==> config.mk <==
export PLATFORM = sky130hd
export DESIGN_NAME = pi_spi_slave
export DESIGN_NICKNAME = d
export VERILOG_FILES = /design/src/rtl/pi_spi_pkg.sv /design/src/rtl/pi_spi_sync.sv /design/src/rtl/pi_spi_slave.sv
export SDC_FILE = /design/constraint.sdc
export NUM_CORES = 1
export LEC_CHECK = 0
export ABC_CLOCK_PERIOD_IN_PS = 1800
export CAP_MARGIN = 20
export CORE_UTILIZATION = 35
export CTS_BUF_LIST = sky130_fd_sc_hd__clkbuf_2 sky130_fd_sc_hd__clkbuf_4 sky130_fd_sc_hd__clkbuf_8
export DETAILED_ROUTE_END_ITERATION = 8
export SKIP_LAST_GASP = 1
export SLEW_MARGIN = 10
export SYNTH_ARGS = -nofsm -noshare
export SYNTH_HDL_FRONTEND = slang
export SYNTH_HIERARCHICAL = 1
export SYNTH_SLANG_ARGS = --single-unit
==> constraint.sdc <==
create_clock -name sclk -period 1.8 [get_ports sclk]
set_input_delay 0.36 -clock sclk [delete_from_list [all_inputs] [get_ports sclk]]
set_output_delay 0.36 -clock sclk [all_outputs]
set_load 0.03 [all_outputs]
==> src/rtl/pi_spi_pkg.sv <==
// rtl/pi_spi_pkg.sv - shared types and helpers for the Pi SPI slave
package pi_spi_pkg;

  typedef enum logic {
    IDLE  = 1'b0,
    SHIFT = 1'b1
  } spi_state_t;

  localparam int SYNC_STAGES = 2;

  // Returns {cpol, cpha} for an SPI mode number 0..3.
  function automatic logic [1:0] mode_cfg(input int mode);
    logic [1:0] cfg;
    cfg[1] = mode[1];
    cfg[0] = mode[0];
    return cfg;
  endfunction

endpackage

==> src/rtl/pi_spi_sync.sv <==
// rtl/pi_spi_sync.sv - two-flop synchroniser with a third flop for edge detection
module pi_spi_sync
  import pi_spi_pkg::*;
#(
  parameter logic RESET_VAL = 1'b0
) (
  input  logic clk,
  input  logic reset,
  input  logic din,
  output logic q,
  output logic rise,
  output logic fall
);

  logic [SYNC_STAGES-1:0] stages;
  logic                   q_d;

  always_ff @(posedge clk) begin
    if (reset) begin
      stages <= {SYNC_STAGES{RESET_VAL}};
      q_d    <= RESET_VAL;
    end else begin
      stages <= {stages[SYNC_STAGES-2:0], din};
      q_d    <= stages[SYNC_STAGES-1];
    end
  end

  assign q    = stages[SYNC_STAGES-1];
  assign rise = q & ~q_d;
  assign fall = ~q & q_d;

endmodule

==> src/rtl/pi_spi_slave.sv <==
// rtl/pi_spi_slave.sv - oversampling SPI slave, any mode and word width, with TX/RX handshakes
module pi_spi_slave
  import pi_spi_pkg::*;
#(
  parameter int               WIDTH   = 8,
  parameter int               MODE    = 0,
  parameter logic [WIDTH-1:0] TX_IDLE = '0
) (
  input  logic             sclk,
  input  logic             reset,
  input  logic             spi_clk,
  input  logic             spi_cs_n,
  input  logic             pi_MOSI,
  output logic             pi_MISO,
  output logic             pi_MISO_oe,
  input  logic [WIDTH-1:0] tx_data,
  input  logic             tx_valid,
  output logic             tx_ready,
  output logic [WIDTH-1:0] rx_data,
  output logic             rx_valid,
  input  logic             rx_ready,
  input  logic             clr_status,
  output logic             overrun,
  output logic             underrun
);

  localparam logic [1:0]    CFG  = mode_cfg(MODE);
  localparam logic          CPOL = CFG[1];
  localparam logic          CPHA = CFG[0];
  localparam int            CW   = $clog2(WIDTH);
  localparam logic [CW-1:0] LAST = CW'(WIDTH - 1);

  logic clk_q, clk_rise, clk_fall;
  logic cs_q, cs_rise, cs_fall;
  logic [SYNC_STAGES-1:0] mosi_sync;

  pi_spi_sync #(.RESET_VAL(1'b0)) u_clk_sync (
    .clk  (sclk),
    .reset(reset),
    .din  (spi_clk),
    .q    (clk_q),
    .rise (clk_rise),
    .fall (clk_fall)
  );

  pi_spi_sync #(.RESET_VAL(1'b1)) u_cs_sync (
    .clk  (sclk),
    .reset(reset),
    .din  (spi_cs_n),
    .q    (cs_q),
    .rise (cs_rise),
    .fall (cs_fall)
  );

  always_ff @(posedge sclk) begin
    if (reset) mosi_sync <= '0;
    else       mosi_sync <= {mosi_sync[SYNC_STAGES-2:0], pi_MOSI};
  end

  // The new level of the synced clock tells a leading edge from a trailing one.
  logic clk_edge, lead_edge, trail_edge, sample_edge, shift_edge;
  assign clk_edge    = clk_rise | clk_fall;
  assign lead_edge   = clk_edge & (clk_q != CPOL);
  assign trail_edge  = clk_edge & (clk_q == CPOL);
  assign sample_edge = CPHA ? trail_edge : lead_edge;
  assign shift_edge  = CPHA ? lead_edge : trail_edge;

  spi_state_t      state, state_next;
  logic [CW-1:0]    bit_cnt;
  logic [WIDTH-1:0] tx_shift, rx_shift, rx_word;
  logic             skip_shift;
  logic             load_tx, word_done;

  assign rx_word = {rx_shift[WIDTH-2:0], mosi_sync[SYNC_STAGES-1]};

  always_comb begin
    state_next = state;
    load_tx    = 1'b0;
    word_done  = 1'b0;
    case (state)
      IDLE: begin
        if (cs_fall) begin
          state_next = SHIFT;
          load_tx    = 1'b1;
        end
      end
      SHIFT: begin
        word_done = sample_edge && (bit_cnt == LAST);
        load_tx   = word_done;
        if (cs_rise) state_next = IDLE;
      end
    endcase
  end

  always_ff @(posedge sclk) begin
    if (reset) state <= IDLE;
    else       state <= state_next;
  end

  always_ff @(posedge sclk) begin
    if (reset) begin
      bit_cnt    <= '0;
      tx_shift   <= TX_IDLE;
      rx_shift   <= '0;
      rx_data    <= '0;
      rx_valid   <= 1'b0;
      overrun    <= 1'b0;
      underrun   <= 1'b0;
      skip_shift <= 1'b0;
    end else begin
      if (state == SHIFT) begin
        if (sample_edge) begin
          rx_shift <= rx_word;
          bit_cnt  <= word_done ? '0 : bit_cnt + 1'b1;
        end
        if (shift_edge) begin
          if (skip_shift) skip_shift <= 1'b0;
          else            tx_shift   <= {tx_shift[WIDTH-2:0], 1'b0};
        end
      end

      // A fresh word must not shift before its MSB has been sampled: CPHA=1
      // skips the first leading edge, CPHA=0 skips the trailing edge after reload.
      if (load_tx) begin
        tx_shift   <= tx_valid ? tx_data : TX_IDLE;
        skip_shift <= (state == IDLE) ? CPHA : 1'b1;
        if (state == IDLE) bit_cnt <= '0;
      end

      if (word_done) begin
        rx_data  <= rx_word;
        rx_valid <= 1'b1;
      end else if (rx_ready) begin
        rx_valid <= 1'b0;
      end

      overrun  <= (overrun & ~clr_status) | (word_done & rx_valid & ~rx_ready);
      underrun <= (underrun & ~clr_status) | (load_tx & ~tx_valid);
    end
  end

  assign tx_ready   = load_tx & tx_valid & ~reset;
  assign pi_MISO    = tx_shift[WIDTH-1];
  assign pi_MISO_oe = ~cs_q;

endmodule

==> summary.md, run 1 <==
| Metric | Value |
|---|---|
| Status | `finished, violations left` |
| Failing checks | `setup timing` |
| Place WS | `0.06838 ns` |
| Design area | `0.002141 mm²` |
| Die height | `69.54 µm` |
| Post-Syn Instances | `164` |
| Area Growth Syn to Fin | `34.09%` |
| GRT overflow | `0` |
| Worst relative slew slack | `0.6912` |
| Total power | `1.761 mW` |
| Crit Path Category | `reg -> out` |
| Power Dens Cells | `822.6 mW/mm²` |
| FP Rows | `24` |
| Final worst clock skew | `0.01259 ns` |
| Layout cells sized above 1 | `0.2217` |
| Slew Limit Fails | `0` |
| Fin crit share | `1.063` |
| CTS tree | `yes` |
| Sequential area share after synthesis | `0.4890` |
| Hold slack | `0.4291 ns` |
| Final min period | `1.914 ns` |
| # diodes | `0` |
| Final-report setup violation count | `1` |
| Clock Path Buffers | `2` |
| Switch share | `0.2243` |
| Clock root buffer master | `clkbuf_8` |
| Global Route met2 Usage | `0.2578` |
| Cells after DPL | `244` |
| Routability congestion estimate | `0.8053` |
| Synth unique cells | `35` |
| Ports placed on the boundary | `30` |
| Total negative slack | `-0.1138 ns` |
| Crit. End Element | `output pin` |
| Routed WL | `3356 µm` |
| Clock slew seen by the registers of the worst setup and hold paths | `0.08 ns` |
| Fillers | `418` |
| Antenna viol nets, final | `0` |
| 1st-iter DRT viols | `55` |
| Net Sw Power | `0.3949 mW` |
| Syn_nets | `182` |
| Final core occ | `0.4883` |
| TritonCTS buffer count | `5` |
| Yosys warns | `6` |
| Die area | `0.004836 mm²` |
| Port Buffers | `29` |
| Hpwl dp | `2341 µm` |
| Reg2reg path depth | `6` |
| Peak VDD IR | `0.4398 mV` |
| DR pass1 iterations | `4` |
| Final Hold Viols | `0` |
| PnR worst setup slack | `-0.1138 ns` |
| Clk_lat worst skew | `0.29 ns` |
| GR peak layer | `met2` |
| Residual DRC count | `0` |
| Sink Count | `39` |
| Core area | `0.004384 mm²` |
| CP Data Required Time | `1.44 ns` |
| Die Wd | `69.54 µm` |
| Cells on Worst Hold Path | `1` |
| H-tree levels | `2` |
| Vias in the first global route | `1261` |
| Critical Path Start Type | `flip-flop` |
| Post-DR wirelength/cell | `13.16 µm` |
| Via-to-Cell Ratio | `4.851` |
| First-pass GRT wire length | `5623 µm` |
| # hold bufs at CTS | `0` |
| Total placed instance area | `0.001991 mm²` |
| Initial antenna violation count | `0` |
| Syn_area_per_cell | `9.735 µm²` |
| RSZ-0062 raised after global routing | `yes` |
| Sequential share of power | `0.507` |
| Type of the tightest min-delay check | `reg -> reg` |
| Int Power | `1.366 mW` |
| Lkg Pwr | `0.8046 nW` |
| Data arrival, critical path | `1.55 ns` |
| Fin nets | `220` |
| Non-filler cells, final | `255` |
| Total GRT Usage | `0.1467` |
| Mapped Area | `0.001597 mm²` |
| Critical path peak fanout | `4` |
| Clock power share | `0.420` |
| Initial Util | `0.3642` |
| Worst-Margin Slew | `0.4607 ns` |
| Number of max-cap violations | `0` |
| Pin count of the biggest net entering global routing | `27` |
| Via count | `1237` |
| Highest clock rate | `522.5 MHz` |
| Met3 usage | `0.04651` |
| Gate power share | `0.073` |
| FF+latch count, synth | `39` |
| Met1 usage | `0.1714` |
-- synth_stat cells --
| cell | count | share of area |
|---|---|---|
| nor3b_1 | 2 | 0.0094 |
| nor2b_1 | 8 | 0.031 |
| ha_1 | 2 | 0.016 |
| buf_4 | 1 | 0.0047 |
| o2111a_1 | 1 | 0.0071 |
| a21oi_2 | 1 | 0.0055 |
| and2b_1 | 1 | 0.0047 |
| nand2b_1 | 1 | 0.0039 |
| or2_1 | 4 | 0.016 |
| a311oi_2 | 7 | 0.066 |
| buf_2 | 2 | 0.0063 |
| buf_1 | 2 | 0.0047 |
| or3_1 | 1 | 0.0039 |
| o2111ai_1 | 1 | 0.0055 |
| nor2_8 | 1 | 0.013 |
| nor3_2 | 1 | 0.0063 |
| nor2_1 | 14 | 0.033 |
| clkbuf_1 | 2 | 0.0047 |
| dfxtp_1 | 39 | 0.49 |
| o21ai_2 | 1 | 0.0055 |
| inv_1 | 3 | 0.0071 |
| mux2i_1 | 7 | 0.044 |
| o32ai_2 | 1 | 0.010 |
| nor2_2 | 1 | 0.0039 |
| buf_12 | 1 | 0.013 |
| o211ai_1 | 2 | 0.0094 |
| and2b_4 | 1 | 0.0063 |
| nand2_1 | 30 | 0.071 |
| a2bb2oi_2 | 1 | 0.0094 |
| nand3_2 | 1 | 0.0063 |
| buf_6 | 1 | 0.0071 |
| a21oi_1 | 20 | 0.063 |
| a211oi_1 | 1 | 0.0047 |
| nor3b_2 | 1 | 0.0078 |
| nor3_1 | 1 | 0.0031 |
-- routing by layer --
metal	up-vias	wire length [µm]
met4	0	9
met1	571	1591
li1	637	-
met5	-	0
met2	27	1620
met3	2	134
-- path summary, 6_finish.rpt --
| check | startpoint | to | slack, ns |
|---|---|---|---|
| max reg2reg | u_clk_sync/stages[1] | tx_shift[1] | 0.15 |
| min reg2reg | u_cs_sync/stages[0] | u_cs_sync/stages[1] | 0.43 |
| max | u_clk_sync/q_d | tx_ready | -0.11 |
| min | u_cs_sync/stages[0] | u_cs_sync/stages[1] | 0.43 |
-- cell type report --
cell class,instances,area (µm²),share of cell area
multi-input cells,113,788.3,0.3682
flip-flops and latches,39,787.0,0.3676
well taps,52,65.06,0.03039
inverters,3,11.26,0.005260
clock inverters,3,46.29,0.02162
repair buffers,40,374.1,0.1748
clock buffers,5,68.82,0.03214
-- worst max-delay path, stage by stage (launching register included) --
cell and delay [ns]:
dfxtp_1 0.38, nor2b_4 0.21, o2111a_2 0.30, nor2_8 0.04
nor3b_4 0.17, buf_6 0.15
-- cell families after synthesis --
kind of cell	after synthesis	synth area share
DFF	39	0.4890
buffers and inverters	12	0.04703
AOI/OAI and AO/OA	36	0.1857
and+or+nand+nor	68	0.2187
adders and majority gates	2	0.01567
muxes	7	0.04389
-- state kept, by name, summed over array words and instances (netlist names) --
name / cells
u_clk_sync/q_d: 1
mosi_sync: 2
u_clk_sync/stages: 2
u_cs_sync/stages: 2
bit_cnt: 3
tx_shift: 8
skip_shift: 1
rx_shift: 7
rx_data: 8
state: 1
underrun: 1
u_cs_sync/q_d: 1
rx_valid: 1
overrun: 1
-- layout by cell type (no fill, tap or decap) --
cell type / count
nand3_2: 1
buf_4: 11
nor3_2: 1
a21oi_1: 20
nor2_8: 1
o2111ai_1: 1
dfxtp_2: 2
nor3_1: 1
bufinv_16: 1
inv_6: 1
or3_1: 1
o21ai_2: 1
o2111a_2: 1
nor3b_4: 1
nand2_1: 30
dfxtp_4: 1
nor2b_1: 6
a2bb2oi_2: 1
ha_4: 2
clkdlybuf4s50_1: 28
buf_6: 1
clkbuf_8: 5
a21oi_2: 1
nor2_2: 1
clkinvlp_4: 1
a311oi_2: 7
dfxtp_1: 36
nor2_1: 14
and2b_1: 1
and2b_4: 1
a211oi_1: 1
nor3b_1: 2
mux2i_1: 7
o211ai_1: 2
or2_1: 4
nand2b_1: 1
inv_1: 3
nor2b_4: 2
o32ai_2: 1
-- power groups by stage --
stage | Sequential, mW | Combinational [mW] | Clock, mW
finish | 0.892 | 0.129 | 0.740
floorplan | 0.913 | 0.0694 | 0
CTS | 0.892 | 0.129 | 0.763
global placement | 0.911 | 0.124 | 0
detailed placement | 0.912 | 0.127 | 0
global route | 0.895 | 0.139 | 0.788
-- timing repair --
item	in CTS	in global routing
setup buffers	2	1
setup endpoints to repair	1	1
pin swaps	2	0
resized for setup	4	0
No activity file was read; power rests on OpenSTA's default activity.
==> run 2, diff against run 1 <==
--- a/config.mk
+++ b/config.mk
@@ -7,7 +7,8 @@
 export LEC_CHECK = 0
 export ABC_CLOCK_PERIOD_IN_PS = 1800
 export CAP_MARGIN = 20
-export CORE_UTILIZATION = 35
+export CORE_ASPECT_RATIO = 0.8
+export CORE_UTILIZATION = 31
 export CTS_BUF_LIST = sky130_fd_sc_hd__clkbuf_2 sky130_fd_sc_hd__clkbuf_4 sky130_fd_sc_hd__clkbuf_8
 export DETAILED_ROUTE_END_ITERATION = 8
 export SKIP_LAST_GASP = 1
==> summary.md, run 2 (synthesis results as in run 1) <==
| Metric | Value |
|---|---|
| Status | `finished, violations left` |
| Failing checks | `setup timing` |
| Clock power share | `0.422` |
| Reg2Reg Setup Slack | `0.20 ns` |
| Initial Util | `0.3353` |
| 1st-iter DRT viols | `72` |
| Final Hold Viols | `0` |
| Highest clock rate | `517.4 MHz` |
| Post-DR wirelength/cell | `11.61 µm` |
| DR pass1 iterations | `4` |
| Pin count of the biggest net entering global routing | `27` |
| Gate power share | `0.071` |
| Total GRT Usage | `0.1313` |
| Ports placed on the boundary | `30` |
| Via-to-Cell Ratio | `4.654` |
| # diodes | `0` |
| Crit Path Category | `reg -> out` |
| Sink Count | `39` |
| Net Sw Power | `0.3925 mW` |
| TritonCTS buffer count | `5` |
| Area Growth Syn to Fin | `35.19%` |
| CTS tree | `yes` |
| Residual DRC count | `0` |
| Fin crit share | `1.074` |
| Critical path peak fanout | `2` |
| PnR worst setup slack | `-0.1328 ns` |
| Clock Path Buffers | `2` |
| Final-report setup violation count | `1` |
| H-tree levels | `2` |
| Critical Path Start Type | `flip-flop` |
| RSZ-0062 raised after global routing | `yes` |
| Routed WL | `3053 µm` |
| Largest regs | `rx_data (8), tx_shift (8), rx_shift (7)` |
| Switch share | `0.2235` |
| Design area | `0.002158 mm²` |
| Data arrival, critical path | `1.57 ns` |
| Total placed instance area | `0.002021 mm²` |
| Die Wd | `82.24 µm` |
| Final worst clock skew | `0.009323 ns` |
| Sequential share of power | `0.507` |
| Total power | `1.756 mW` |
| CP Data Required Time | `1.44 ns` |
| Lkg Pwr | `0.8111 nW` |
| FP Rows | `22` |
| Fin nets | `220` |
| Die area | `0.005443 mm²` |
| Layout cells sized above 1 | `0.2217` |
| GRT overflow | `0` |
| Hold slack | `0.4121 ns` |
| Crit. End Element | `output pin` |
| Power Dens Cells | `813.8 mW/mm²` |
| Initial antenna violation count | `0` |
| First-pass GRT wire length | `5216 µm` |
| Clk_lat worst skew | `0.29 ns` |
| Worst-Margin Slew | `0.3148 ns` |
| Clock slew seen by the registers of the worst setup and hold paths | `0.08 ns` |
| Final min period | `1.933 ns` |
| Routability congestion estimate | `0.7014` |
| Final core occ | `0.4532` |
| Vias in the first global route | `1114` |
| Fillers | `456` |
| Peak VDD IR | `0.4733 mV` |
| Most frequent cells in the layout | `dfxtp_1 (36), nand2_1 (30), clkdlybuf4s50_1 (28), a21oi_1 (20), nor2_1 (14)` |
| Clock root buffer master | `clkbuf_8` |
| Slew Limit Fails | `0` |
| # hold bufs at CTS | `0` |
| Core area | `0.004762 mm²` |
| Hpwl dp | `2063 µm` |
| Type of the tightest min-delay check | `reg -> reg` |
| Die height | `66.19 µm` |
| Commonest non-fill, non-tap cell in the layout | `dfxtp_1` |
| Int Power | `1.364 mW` |
| Via count | `1224` |
| Number of max-cap violations | `0` |
| Port Buffers | `29` |
| Antenna viol nets, final | `0` |
| Worst relative slew slack | `0.7895` |
-- run 2: cell count changes in the layout (fill, tap and decap cells not counted) --
cell     previous run  this run
nor2b_4             2         1
buf_12              0         1
nor2b_2             0         1
buf_4              11        10
-- run 2: area by class of cell --
class	instances	area, µm²	area share
inverters	3	11.26	0.005217
multi-input cells	113	783.3	0.3629
well taps	60	75.07	0.03478
flip-flops and latches	39	787.0	0.3646
clock buffers	5	68.82	0.03188
repair buffers	40	386.6	0.1791
clock inverters	3	46.29	0.02145
-- run 2: per-stage QoR --
| stage | setup WS, ns | cells | TNS (ns) |
|---|---|---|---|
| floorplan | -0.05040 | 164 | -0.05040 |
| global placement | 0.07770 | 253 | 0 |
| detailed placement | 0.05102 | 253 | 0 |
| CTS | -0.1705 | 263 | -0.1705 |
| global route | -0.2205 | 263 | -0.2205 |
| finish | -0.1328 | 263 | -0.1328 |
-- run 2: power groups by stage --
stage / clock (mW) / sequential, mW / combinational [mW]
after global routing: 0.811 / 0.893 / 0.136
after detailed placement: 0 / 0.912 / 0.125
after CTS: 0.767 / 0.891 / 0.127
after floorplan: 0 / 0.913 / 0.0694
final: 0.741 / 0.890 / 0.125
after global placement: 0 / 0.912 / 0.125
-- run 2: final timing paths --
check | endpoint | start | cells after the start
worst max-delay path | tx_ready | bit_cnt[0] | 6
worst min register to register | u_cs_sync/stages[1] | u_cs_sync/stages[0] | 1
worst max register to register | tx_shift[7] | bit_cnt[1] | 7
worst min-delay path | u_cs_sync/stages[1] | u_cs_sync/stages[0] | 1
-- run 2: repair_timing --
action                                  in CTS  in global routing
pin swaps                                    3                  0
buffers inserted                             2                  0
cloned                                       0                  0
resized for setup                            3                  0
endpoints found under the setup margin       1                  1
-- run 2: critical path, stage by stage, from the launching register on --
cell and delay [ns]:
dfxtp_2 0.36, ha_4 0.14, ha_4 0.12, o2111a_2 0.27, nor2_8 0.05, nor3b_4 0.20
buf_6 0.16
-- run 2: per-layer routing --
metal | track usage | vias to the layer above | wire, µm
met4 | 0.05921 | 0 | 44
met5 | 0 | - | 0
met1 | 0.1820 | 556 | 1637
met2 | 0.1808 | 25 | 1219
li1 | - | 636 | -
met3 | 0.04414 | 7 | 152
